===== src/rtl/photon_fifo_merger_hls_deadlock_report_pkg.sv =====
// Shared types and defaults for the FIFO-merger deadlock reporter.
// The free-running timestamp is built only when DEADLOCK_REPORT_TIMESTAMP_EN is defined.
package photon_fifo_merger_deadlock_pkg;

    localparam int STATE_W       = 2;
    localparam int DEF_THRESHOLD = 1024;
    localparam int DEF_CNT_W     = 16;

    typedef enum logic [STATE_W-1:0] {
        ST_IDLE     = 2'd0,
        ST_SUSPECT  = 2'd1,
        ST_DETECTED = 2'd2,
        ST_REPORTED = 2'd3
    } state_t;

    // Index width for a monitor vector; a single monitor still gets one bit.
    function automatic int idx_width(input int n);
        return (n > 1) ? $clog2(n) : 1;
    endfunction

endpackage


===== src/rtl/photon_fifo_merger_hls_deadlock_report_if.sv =====
// Report handshake bundle: the reporter drives valid and payload, the consumer drives ready.
interface photon_fifo_merger_hls_deadlock_report_if #(
    parameter int IDX_W = 2
);
    logic             report_valid;
    logic             report_ready;
    logic [IDX_W-1:0] deadlock_idx;
    logic [31:0]      report_timestamp;

    modport master (
        output report_valid,
        output deadlock_idx,
        output report_timestamp,
        input  report_ready
    );

    modport slave (
        input  report_valid,
        input  deadlock_idx,
        input  report_timestamp,
        output report_ready
    );
endinterface


===== src/rtl/photon_fifo_merger_hls_deadlock_report_lsb_encoder.sv =====
// Combinational lowest-set-bit encoder over the monitor block vector.
module photon_fifo_merger_lsb_encoder
    import photon_fifo_merger_deadlock_pkg::*;
#(
    parameter  int NUM_MONITORS = 4,
    localparam int IDX_W        = idx_width(NUM_MONITORS)
) (
    input  logic [NUM_MONITORS-1:0] vec,
    output logic [IDX_W-1:0]        idx,
    output logic                    any
);

    // Scanning downward lets the lowest set bit win the last assignment.
    always_comb begin
        idx = '0;
        for (int i = NUM_MONITORS - 1; i >= 0; i--) begin
            if (vec[i]) begin
                idx = IDX_W'(i);
            end
        end
    end

    assign any = |vec;

endmodule


===== src/rtl/photon_fifo_merger_hls_deadlock_report.sv =====
// Deadlock detector/reporter for merged HLS FIFO monitors; optional timestamp
// under DEADLOCK_REPORT_TIMESTAMP_EN (otherwise report_timestamp is tied to 0).
module photon_fifo_merger_hls_deadlock_report
    import photon_fifo_merger_deadlock_pkg::*;
#(
    parameter int NUM_MONITORS = 4,
    parameter int THRESHOLD    = DEF_THRESHOLD,
    parameter int CNT_W        = DEF_CNT_W
) (
    input  logic                    clock,
    input  logic                    reset,
    input  logic [NUM_MONITORS-1:0] block_in,
    input  logic                    clear,
    output logic                    deadlock,
    output logic [CNT_W-1:0]        stall_cycles,
    photon_fifo_merger_hls_deadlock_report_if.master rpt
);

    localparam int               IDX_W   = idx_width(NUM_MONITORS);
    localparam logic [CNT_W-1:0] THR_M1  = CNT_W'(THRESHOLD - 1);
    localparam logic [CNT_W-1:0] CNT_MAX = '1;
    localparam logic [CNT_W-1:0] CNT_ONE = CNT_W'(1);

    state_t           state_reg, state_next;
    logic [CNT_W-1:0] stall_reg, stall_next;
    logic [IDX_W-1:0] idx_reg, idx_next;
    logic [31:0]      ts_reg, ts_next;
    logic [31:0]      tick_now;
    logic [IDX_W-1:0] lsb_idx;
    logic             any_block;

    photon_fifo_merger_lsb_encoder #(
        .NUM_MONITORS(NUM_MONITORS)
    ) u_lsb_encoder (
        .vec(block_in),
        .idx(lsb_idx),
        .any(any_block)
    );

`ifdef DEADLOCK_REPORT_TIMESTAMP_EN
    logic [31:0] tick_reg;

    always_ff @(posedge clock or negedge reset) begin
        if (!reset) begin
            tick_reg <= '0;
        end else begin
            tick_reg <= tick_reg + 32'd1;
        end
    end

    // Value the counter takes on this edge, so detection on edge N reports N.
    assign tick_now = tick_reg + 32'd1;
`else
    assign tick_now = 32'd0;
`endif

    always_ff @(posedge clock or negedge reset) begin
        if (!reset) begin
            state_reg <= ST_IDLE;
            stall_reg <= '0;
            idx_reg   <= '0;
            ts_reg    <= '0;
        end else begin
            state_reg <= state_next;
            stall_reg <= stall_next;
            idx_reg   <= idx_next;
            ts_reg    <= ts_next;
        end
    end

    always_comb begin
        state_next = state_reg;
        stall_next = stall_reg;
        idx_next   = idx_reg;
        ts_next    = ts_reg;

        if (clear) begin
            state_next = ST_IDLE;
            stall_next = '0;
        end else begin
            unique case (state_reg)
                ST_IDLE: begin
                    if (any_block) begin
                        state_next = ST_SUSPECT;
                        stall_next = CNT_ONE;
                        idx_next   = lsb_idx;
                    end
                end
                ST_SUSPECT: begin
                    if (!any_block) begin
                        state_next = ST_IDLE;
                        stall_next = '0;
                    end else begin
                        stall_next = stall_reg + CNT_ONE;
                        if (stall_reg == THR_M1) begin
                            state_next = ST_DETECTED;
                            ts_next    = tick_now;
                        end
                    end
                end
                ST_DETECTED, ST_REPORTED: begin
                    if (state_reg == ST_DETECTED && rpt.report_ready) begin
                        state_next = ST_REPORTED;
                    end
                    // After detection the count only records how long the stall lasted.
                    if (any_block && stall_reg != CNT_MAX) begin
                        stall_next = stall_reg + CNT_ONE;
                    end
                end
                default: begin
                    state_next = ST_IDLE;
                    stall_next = '0;
                end
            endcase
        end
    end

    assign deadlock             = (state_reg == ST_DETECTED) || (state_reg == ST_REPORTED);
    assign stall_cycles         = stall_reg;
    assign rpt.report_valid     = (state_reg == ST_DETECTED);
    assign rpt.deadlock_idx     = idx_reg;
    assign rpt.report_timestamp = ts_reg;

endmodule


===== src/flat_wrapper.sv =====
// flat-port wrapper written by rule: the top's interface ports become plain ports
module photon_fifo_merger_hls_deadlock_report_flat import photon_fifo_merger_deadlock_pkg::*;
#(
    parameter int NUM_MONITORS = 4,
    parameter int THRESHOLD    = DEF_THRESHOLD,
    parameter int CNT_W        = DEF_CNT_W
)
  (clock, reset, block_in, clear, deadlock, stall_cycles, rpt_report_valid, rpt_deadlock_idx, rpt_report_timestamp, rpt_report_ready);
  photon_fifo_merger_hls_deadlock_report_if #(.IDX_W(2)) rpt_i ();
  input  logic clock;
  input  logic reset;
  input  logic [NUM_MONITORS-1:0] block_in;
  input  logic clear;
  output logic deadlock;
  output logic [CNT_W-1:0] stall_cycles;
  output wire logic [$bits(rpt_i.report_valid)-1:0] rpt_report_valid;
  output wire logic [$bits(rpt_i.deadlock_idx)-1:0] rpt_deadlock_idx;
  output wire logic [$bits(rpt_i.report_timestamp)-1:0] rpt_report_timestamp;
  input wire logic [$bits(rpt_i.report_ready)-1:0] rpt_report_ready;
  assign rpt_report_valid = rpt_i.report_valid;
  assign rpt_deadlock_idx = rpt_i.deadlock_idx;
  assign rpt_report_timestamp = rpt_i.report_timestamp;
  assign rpt_i.report_ready = rpt_report_ready;
  photon_fifo_merger_hls_deadlock_report #(.NUM_MONITORS(NUM_MONITORS), .THRESHOLD(THRESHOLD), .CNT_W(CNT_W)) u_core (.clock(clock), .reset(reset), .block_in(block_in), .clear(clear), .deadlock(deadlock), .stall_cycles(stall_cycles), .rpt(rpt_i));
endmodule

===== config.mk =====
export PLATFORM = sky130hd
export DESIGN_NAME = photon_fifo_merger_hls_deadlock_report_flat
export DESIGN_NICKNAME = d
export VERILOG_FILES = /design/src/rtl/photon_fifo_merger_hls_deadlock_report_pkg.sv /design/src/rtl/photon_fifo_merger_hls_deadlock_report_if.sv /design/src/rtl/photon_fifo_merger_hls_deadlock_report_lsb_encoder.sv /design/src/rtl/photon_fifo_merger_hls_deadlock_report.sv /design/src/flat_wrapper.sv
export SDC_FILE = /design/constraint.sdc
export NUM_CORES = 1
export LEC_CHECK = 0
export BUFFER_PORTS_ARGS = -buffer_cell sky130_fd_sc_hd__buf_2
export CAP_MARGIN = 20
export CORE_ASPECT_RATIO = 0.8
export CORE_MARGIN = 2
export CORE_UTILIZATION = 51
export DETAILED_ROUTE_END_ITERATION = 8
export PLACE_DENSITY = 0.85
export SYNTH_ARGS = -nofsm -noshare
export SYNTH_HDL_FRONTEND = slang
export SYNTH_SLANG_ARGS = --single-unit

===== constraint.sdc =====
create_clock -name clock -period 3.2 [get_ports clock]
set_input_delay 0.16 -clock clock [delete_from_list [all_inputs] [get_ports clock]]
set_output_delay 0.16 -clock clock [all_outputs]
set_load 0.02 [all_outputs]

==> flow_summary.json, run 1 <==
{
  "io_pins": 60,
  "numPortBuffers": 27,
  "p_seq_frac": 0.473,
  "rows": 17,
  "async_flop_share": 1.00,
  "ys_types": 38,
  "holdCritStartpoint": "rpt_report_ready",
  "ys.flop_type": "dfrtp_1",
  "tns_ns": 0,
  "syn2layout_area_growth_pct": 6.57,
  "finalMaxSlewViolations": 0,
  "drtIter0Drc": 48,
  "power_frac_clock": 0.370,
  "fin_nets": 202,
  "cts_made_buffers": 3,
  "post-place-ws_ns": 0.952,
  "drc": 0,
  "finalCriticalPeriod_ns": 2.26,
  "ir_worst_vdd_v": 0.000339,
  "min_period_over_period": 0.707,
  "clock_sinks": 20,
  "synthTopCellsByArea": "dfrtp_1 35%, buf_4 17%, o21ai_0 4.6%",
  "max_freq_mhz": 442,
  "leakagePower_nw": 0.719,
  "cts_tree": "done",
  "place_congestion": 0.826,
  "internal_power_mw": 0.408,
  "status": "completed",
  "dr.pass1.iters": 4,
  "maxSlewHeadroom": 0.486,
  "layout-drive-gt1-share": 0.193,
  "synth_largest_area_cell": "dfrtp_1",
  "most-common-layout-cells": "32 x conb_1, 27 x buf_2, 20 x dfrtp_1",
  "swShare": 0.275,
  "path_clk_slew_ns": 0.12,
  "finalHoldViolCount": 0,
  "setup-violations-final": 0,
  "endpoint_kind": "register",
  "num_vias": 1214,
  "clockBufferDepth": 2,
  "grt_first_pass_wirelength_um": 4420,
  "worstMarginPinSlew_ns": 0.768,
  "first_global_vias": 1014,
  "grt_usage": 0.176,
  "worstPathRequired_ns": 3.41,
  "dieWidth_um": 62.8,
  "p_sw_mw": 0.155,
  "synth_top_area_frac": 0.355,
  "wl_per_cell_um": 11.6,
  "worst_r2r_startpoint": "u_core.stall_cycles[0]",
  "hpwlAfterDp_um": 2000,
  "rsz0062_at_grt": "false",
  "drt-vias-per-instance": 5.28,
  "critPathArrivalTime_ns": 2.47,
  "synth-seq-cells": 20,
  "yosysSeqAreaShare": 0.355,
  "antenna_found_initial": 0,
  "clk_latency_ns": 0.32,
  "powerDensity_nw_per_um2": 374,
  "skew_ns": 0.0145,
  "die_h_um": 51.0,
  "worstPathMaxFanout": 9,
  "critPathLaunchType": "register",
  "grt.overflow.total": 0,
  "worst_slack_ns": 0.938,
  "syn-cell-area_um2": 1410,
  "routed_wl_um": 2660,
  "mostFrequentLayoutCell": "conb_1",
  "grt_max_degree": 21,
  "crit_start": "u_core.stall_cycles[0]",
  "die_area_um2": 3200,
  "hold_path_class": "primary input to register",
  "cap_violations": 0,
  "ant_nets": 0,
  "synthCells": 167,
  "synth.avg_cell_area_um2": 8.44,
  "power_frac_comb": 0.157,
  "power.total_mw": 0.563,
  "largest_reg_flops": 16,
  "core_um2": 2700,
  "yosys_warnings": 0,
  "antenna_cells": 0,
  "worstSetupPathType": "register to register",
  "initial_core_util": 0.522,
  "htree_levels": 1,
  "root_buffer": "clkbuf_4",
  "synth_edf_count": 0
}
## logic make-up (layout without fill, tap and decap cells)
group	after synthesis	count (layout)	share of synthesized area
xor+xnor	2	2	0.0124
mux	1	1	0.0106
buf+inv	42	36	0.204
fa+ha+maj	1	1	0.00887
simple gates	59	59	0.232
flops	20	20	0.355
other cells	1	32	0.00266
compound gates	41	41	0.175
## repair_timing
item                                    CTS  global route
gates resized for setup                   0             0
buffers inserted                          0             0
endpoints found under the hold margin    20             0
endpoints found under the setup margin    0             0
hold buffers                              1             0
## path summary, 6_finish.rpt
check	to	slack [ns]	depth (start not counted)
min in group asynchronous	u_core.stall_cycles[11]	0.31	2
setup reg to reg	u_core.stall_cycles[7]	0.94	7
hold reg to reg	u_core.rpt.deadlock_idx[1]	0.50	1
setup / recovery	u_core.stall_cycles[7]	0.94	7
hold / removal	u_core.state_reg[0]	0.08	3
max in group asynchronous	u_core.stall_cycles[2]	2.58	2
## stage by stage
| stage | instance area [um2] | hold WS, ns | util | instances |
|---|---|---|---|---|
| floorplan | 1530 | -0.136 | - | 198 |
| global placement | 1440 | 0.128 | 0.533 | 225 |
| detailed placement | 1440 | 0.131 | 0.533 | 225 |
| CTS | 1500 | 0.0788 | 0.556 | 230 |
| global route | 1500 | 0.0815 | 0.556 | 230 |
| finish | 1500 | 0.0815 | 0.556 | 230 |
## power by group through the flow
| stage | logic [mW] | registers, mW | clock network (mW) |
|---|---|---|---|
| after floorplan | 0.0893 | 0.278 | 0 |
| after global placement | 0.0860 | 0.271 | 0 |
| after detailed placement | 0.0870 | 0.271 | 0 |
| after CTS | 0.0881 | 0.266 | 0.212 |
| after global routing | 0.0982 | 0.267 | 0.228 |
| final | 0.0881 | 0.266 | 0.208 |
## Yosys cell counts, types with 2 or more instances
library cell	count
nand4_1	5
o21a_1	2
o21ai_0	13
clkbuf_1	4
and3_1	2
buf_4	32
inv_1	3
nor3_1	4
nor4_1	2
a211oi_1	2
or4_1	3
nor2b_1	5
o211ai_1	3
nand3_1	4
o21ai_1	2
or3_1	5
and4_1	3
nand2_1	11
dfrtp_1	20
a31oi_1	3
nor2_1	10
a21oi_1	10
o31ai_1	4
## per-layer routing
layer / GRT usage / routed length (um)
met2: 0.283 / 1210
met1: 0.238 / 1250
met3: 0.0485 / 185
met5: 0 / 0
met4: 0.0444 / 15
## final cells by class
class	count	area (um2)
clock inverter	1	30.0
fill	272	1200
inverter	3	11.3
sequential	20	500
timing repair buffer	29	153
tap	38	47.5
clock buffer	3	22.5
multi-input combinational	136	738
## worst max-delay path: stages, from the launching register on
cell     delay [ns]
dfrtp_1        0.43
ha_1           0.22
nand3_1        0.18
or3_1          0.48
o21ai_1        0.41
buf_4          0.24
or2_2          0.14
o31ai_1        0.08
Note: power is estimated with default switching activity, not from simulation.
==> inputs of run 2 (changes only) <==
Settings changed: CORE_UTILIZATION 51 to 43, PLACE_DENSITY 0.85 to 0.76.
Clock period 3.2 ns to 2 ns, I/O delays scaled along.
==> flow_summary.json, run 2 (synthesis gave the netlist of run 1 again) <==
{
  "clockBufferDepth": 2,
  "initial_core_util": 0.454,
  "final_area_um2": 1670,
  "root_buffer": "clkbuf_8",
  "swShare": 0.298,
  "endpoint_kind": "register",
  "dr.pass1.iters": 4,
  "tns_ns": 0,
  "hpwlAfterDp_um": 2360,
  "fin_util": 0.537,
  "n_fill_cell": 296,
  "internal_power_mw": 0.601,
  "setup-violations-final": 0,
  "syn2layout_area_growth_pct": 18.5,
  "core_um2": 3110,
  "wl_per_cell_um": 12.4,
  "routed_wl_um": 3110,
  "min_period_over_period": 0.921,
  "grt_usage": 0.173,
  "antenna_found_initial": 0,
  "fin_nets": 221,
  "io_pins": 60,
  "grt_first_pass_wirelength_um": 5150,
  "cts_tree": "done",
  "htree_levels": 1,
  "dieWidth_um": 68.0,
  "layout-drive-gt1-share": 0.289,
  "ir_worst_vdd_v": 0.000282,
  "register_area_um2": 503,
  "rows": 18,
  "drt-vias-per-instance": 5.06,
  "finalMaxSlewViolations": 0,
  "cap_violations": 0,
  "critPathArrivalTime_ns": 2.05,
  "num_vias": 1271,
  "rsz0062_at_grt": "false",
  "largest_reg_flops": 16,
  "place_congestion": 0.811,
  "whs_ns": 0.0721,
  "max_freq_mhz": 543,
  "drtIter0Drc": 93,
  "multi_input_area_um2": 766,
  "worstPathMaxFanout": 8,
  "die_h_um": 55.2,
  "finalCriticalPeriod_ns": 1.84,
  "drc": 0,
  "hold_path_class": "primary input to register",
  "placed_area_um2": 1590,
  "antenna_cells": 0,
  "powerDensity_nw_per_um2": 513,
  "path_clk_slew_ns": 0.08,
  "clock_sinks": 20,
  "cts_made_buffers": 3,
  "status": "completed",
  "worst_r2r_startpoint": "u_core.state_reg[0]",
  "power_frac_clock": 0.323,
  "grt.overflow.total": 0,
  "maxSlewHeadroom": 0.608,
  "p_seq_frac": 0.496,
  "mostFrequentLayoutCell": "conb_1",
  "worstMarginPinSlew_ns": 0.584,
  "clk_latency_ns": 0.26,
  "finalHoldViolCount": 0,
  "numPortBuffers": 27,
  "crit_start": "u_core.state_reg[0]",
  "worstSetupPathType": "register to register",
  "leakagePower_nw": 0.812,
  "power_frac_comb": 0.181,
  "first_global_vias": 1150,
  "die_area_um2": 3760,
  "skew_ns": 0.00913,
  "p_sw_mw": 0.255,
  "critPathLaunchType": "register",
  "worstPathRequired_ns": 2.21,
  "most-common-layout-cells": "32 x conb_1, 27 x buf_2, 20 x buf_4",
  "ant_nets": 0,
  "holdCritStartpoint": "rpt_report_ready",
  "grt_max_degree": 21
}
-- run 2: changes by cell type in the layout (fill, tap and decap cells not counted), moves of 2 or more --
| cell | previous run | this run |
|---|---|---|
| clkbuf_8 | 0 | 3 |
| buf_4 | 1 | 20 |
| dfrtp_2 | 0 | 2 |
| clkbuf_4 | 3 | 0 |
| dfrtp_1 | 20 | 18 |
-- run 2: worst paths after layout --
check	slack [ns]	cells past startpoint	end
max	0.16	6	u_core.stall_cycles[3]
min	0.07	3	u_core.state_reg[0]
max reg2reg	0.16	6	u_core.stall_cycles[3]
min reg2reg	0.50	1	u_core.rpt.deadlock_idx[1]
max in group asynchronous	1.36	2	u_core.stall_cycles[0]
min in group asynchronous	0.31	2	u_core.stall_cycles[15]
-- run 2: timing repair --
action                                  CTS  global route
resized for setup                         0             4
setup buffers                             0             0
endpoints found under the setup margin    0            12
hold buffers                              1             0
hold endpoints to repair                 20             0
-- run 2: area by class of cell --
type | count | share of cell area
clock buffers | 4 | 0.0270
inverters | 3 | 0.00674
flip-flops and latches | 20 | 0.301
multi-input cells | 136 | 0.458
well taps | 40 | 0.0300
repair buffers | 48 | 0.177
-- run 2: critical path, cell delays in order (launching register included) --
cell	delay [ns]
dfrtp_1	0.45
nor2b_1	0.23
or3_1	0.27
o21ai_4	0.12
buf_4	0.17
or4_1	0.46
nand2_1	0.08
-- run 2: through the flow --
step	setup slack (ns)	power [mW]	instances
after floorplan	0.0634	0.588	198
after global placement	0.120	0.585	246
after detailed placement	0.0915	0.586	246
after CTS	0.105	0.862	251
after global routing	0.0245	0.901	251
final	0.157	0.856	251
-- run 2: power groups by stage --
stage / combinational [mW] / clock, mW / sequential [mW]
finish: 0.155 / 0.276 / 0.425
global route: 0.170 / 0.305 / 0.426
floorplan: 0.143 / 0 / 0.445
detailed placement: 0.153 / 0 / 0.432
CTS: 0.155 / 0.282 / 0.425
global placement: 0.152 / 0 / 0.432
-- run 2: metal layers --
metal	track usage	vias to the layer above	wire length, um
li1	-	629	-
met1	0.255	588	1510
met2	0.255	49	1370
met3	0.0489	5	206
met4	0.0286	0	21
met5	0	-	0
==> inputs of run 3 (changes only) <==
Settings changed: CORE_UTILIZATION 43 to 44, SYNTH_HIERARCHICAL set to 1.
==> flow_summary.json, run 3 <==
{
  "first_global_vias": 1137,
  "cts_tree": "done",
  "mostFrequentLayoutCell": "conb_1",
  "ys.flop_type": "dfrtp_1",
  "leakagePower_nw": 0.830,
  "cp_slowest_stage_delay_ns": 0.50,
  "ant_nets": 0,
  "ir_worst_vdd_v": 0.000350,
  "fin_nets": 225,
  "root_buffer": "clkbuf_8",
  "worst_r2r_startpoint": "u_core/stall_cycles[1]",
  "finalCriticalPeriod_ns": 1.92,
  "routed_wl_um": 3520,
  "worstPathMaxFanout": 8,
  "crit_start": "u_core/stall_cycles[1]",
  "fin_util": 0.519,
  "hold_path_class": "primary input to register",
  "endpoint_kind": "register",
  "crit_chain": "ha_1 > nand3_2 > a211o_1 > or4_1 > a21oi_1",
  "htree_levels": 1,
  "syn2layout_area_growth_pct": 11.6,
  "synth_edf_count": 0,
  "worst_path_max_delay_cell": "or4_1",
  "max_freq_mhz": 522,
  "worstPathRequired_ns": 2.19,
  "die_h_um": 58.0,
  "yosysSeqAreaShare": 0.313,
  "finalHoldViolCount": 0,
  "rows": 19,
  "clk_latency_ns": 0.26,
  "wl_per_cell_um": 13.7,
  "io_pins": 60,
  "whs_ns": 0.172,
  "n_fill_cell": 335,
  "final_cells": 257,
  "numPortBuffers": 27,
  "synth_top_area_frac": 0.313,
  "antenna_cells": 0,
  "cts_made_buffers": 3,
  "synth.avg_cell_area_um2": 8.61,
  "hpwlAfterDp_um": 2610,
  "place_congestion": 0.900,
  "worstSetupPathType": "register to register",
  "grt_usage": 0.170,
  "num_vias": 1388,
  "r2r-end": "u_core/stall_cycles[12]",
  "placed_area_um2": 1690,
  "cap_violations": 0,
  "drt-vias-per-instance": 5.40,
  "synthCells": 186,
  "power.total_mw": 0.984,
  "dr.pass1.iters": 4,
  "grt_first_pass_wirelength_um": 5520,
  "drtIter0Drc": 89,
  "endpoint": "u_core/stall_cycles[12]",
  "syn-cell-area_um2": 1600,
  "critPathArrivalTime_ns": 2.10,
  "final_area_um2": 1790,
  "clockBufferDepth": 2,
  "yosys_warnings": 6,
  "antenna_found_initial": 0,
  "path_clk_slew_ns": 0.08,
  "critPathLaunchType": "register",
  "finalMaxSlewViolations": 0,
  "largest_reg_flops": 16,
  "async_flop_share": 1.00,
  "layout-drive-gt1-share": 0.223,
  "drc": 0,
  "setup-violations-final": 0,
  "synthTopCellsByArea": "dfrtp_1 31%, buf_4 15%, mux2i_1 6.3%",
  "synth-seq-cells": 20,
  "core_um2": 3450,
  "ys_types": 45,
  "netlist_top_cells_count": "32 x buf_4, 20 x dfrtp_1, 15 x nand2_1",
  "most-common-layout-cells": "32 x conb_1, 27 x buf_2, 20 x dfrtp_1",
  "place_inst": 252,
  "initial_core_util": 0.465,
  "dieWidth_um": 71.5,
  "rrSetupSlack_ns": 0.08,
  "min_period_over_period": 0.958,
  "grt.overflow.total": 0,
  "status": "completed",
  "grt_max_degree": 21,
  "skew_ns": 0.00753,
  "clock_sinks": 20,
  "die_area_um2": 4140,
  "yosys.cell_count.top_type": "buf_4",
  "synth_largest_area_cell": "dfrtp_1",
  "powerDensity_nw_per_um2": 551,
  "cts_setup_buffers": 0,
  "worstRegToRegCells": 5
}
==> run 3: worst min-delay path by stage <==
stage / from / end / slack [ns] / cells past startpoint
6_report: clear / u_core/state_reg[1] / 0.17 / 2
5_1_grt: clear / u_core/state_reg[0] / 0.18 / 2
3_3_place_gp: reset / u_core/stall_cycles[4] / 0.08 / 1
4_1_cts: clear / u_core/state_reg[1] / 0.17 / 2
3_5_place_dp: reset / u_core/stall_cycles[4] / 0.08 / 1
2_1_floorplan: reset / u_core/rpt.deadlock_idx[0] / -0.20 / 0
==> run 3: worst max-delay path, delay by kind of cell, from the launching register on <==
kind                       cells  cell delay, ns
adders and majority gates      1            0.21
and+or+nand+nor                2            0.69
DFF                            1            0.41
AOI/OAI and AO/OA              2            0.53
==> run 3: per-layer routing <==
layer / GRT usage / routed length (um) / vias up
met5: 0 / 0 / -
met4: 0.0243 / 9 / 0
met3: 0.0435 / 347 / 2
met2: 0.249 / 1540 / 71
met1: 0.258 / 1620 / 644
li1: - / - / 671
==> run 3: layout make-up <==
class | instances | area (um2) | share of cell area
clock inverter | 1 | 30.0 | 0.0168
tap | 42 | 52.6 | 0.0294
timing repair buffer | 35 | 210 | 0.118
clock buffer | 3 | 41.3 | 0.0231
inverter | 4 | 15.0 | 0.00840
multi-input combinational | 152 | 938 | 0.525
sequential | 20 | 500 | 0.280
==> run 3: repair_timing <==
action                     4_1_cts  5_1_grt
setup endpoints to repair        0        6
hold endpoints to repair        20        0
gates resized for setup          0        2
hold buffers                     1        0
==> run 3: cells by family (layout without fill, tap and decap cells) <==
group	count (synthesis)	count (layout)	synth area share
other	1	32	0.00234
XOR/XNOR	1	1	0.00547
multiplexers	13	13	0.0836
flip-flops	20	20	0.313
AND/OR/NAND/NOR	68	68	0.247
buffers and inverters	45	43	0.183
adder cells (fa/ha/maj)	1	1	0.00781
AO/OA/AOI/OAI	37	37	0.159
==> run 3: metrics by stage <==
| step | setup TNS [ns] | setup slack (ns) |
|---|---|---|
| after floorplan | 0 | 0.0459 |
| after global routing | -0.00172 | -0.00172 |
| after detailed placement | 0 | 0.0616 |
| after global placement | 0 | 0.138 |
| final | 0 | 0.0838 |
| after CTS | 0 | 0.0515 |
==> run 3: power by group <==
group	internal (mW)	switching, mW	total, mW	leakage, nW
registers	0.414	0.00574	0.420	0.273
clock network	0.267	0.137	0.404	0.0357
logic	0.0432	0.117	0.161	0.521
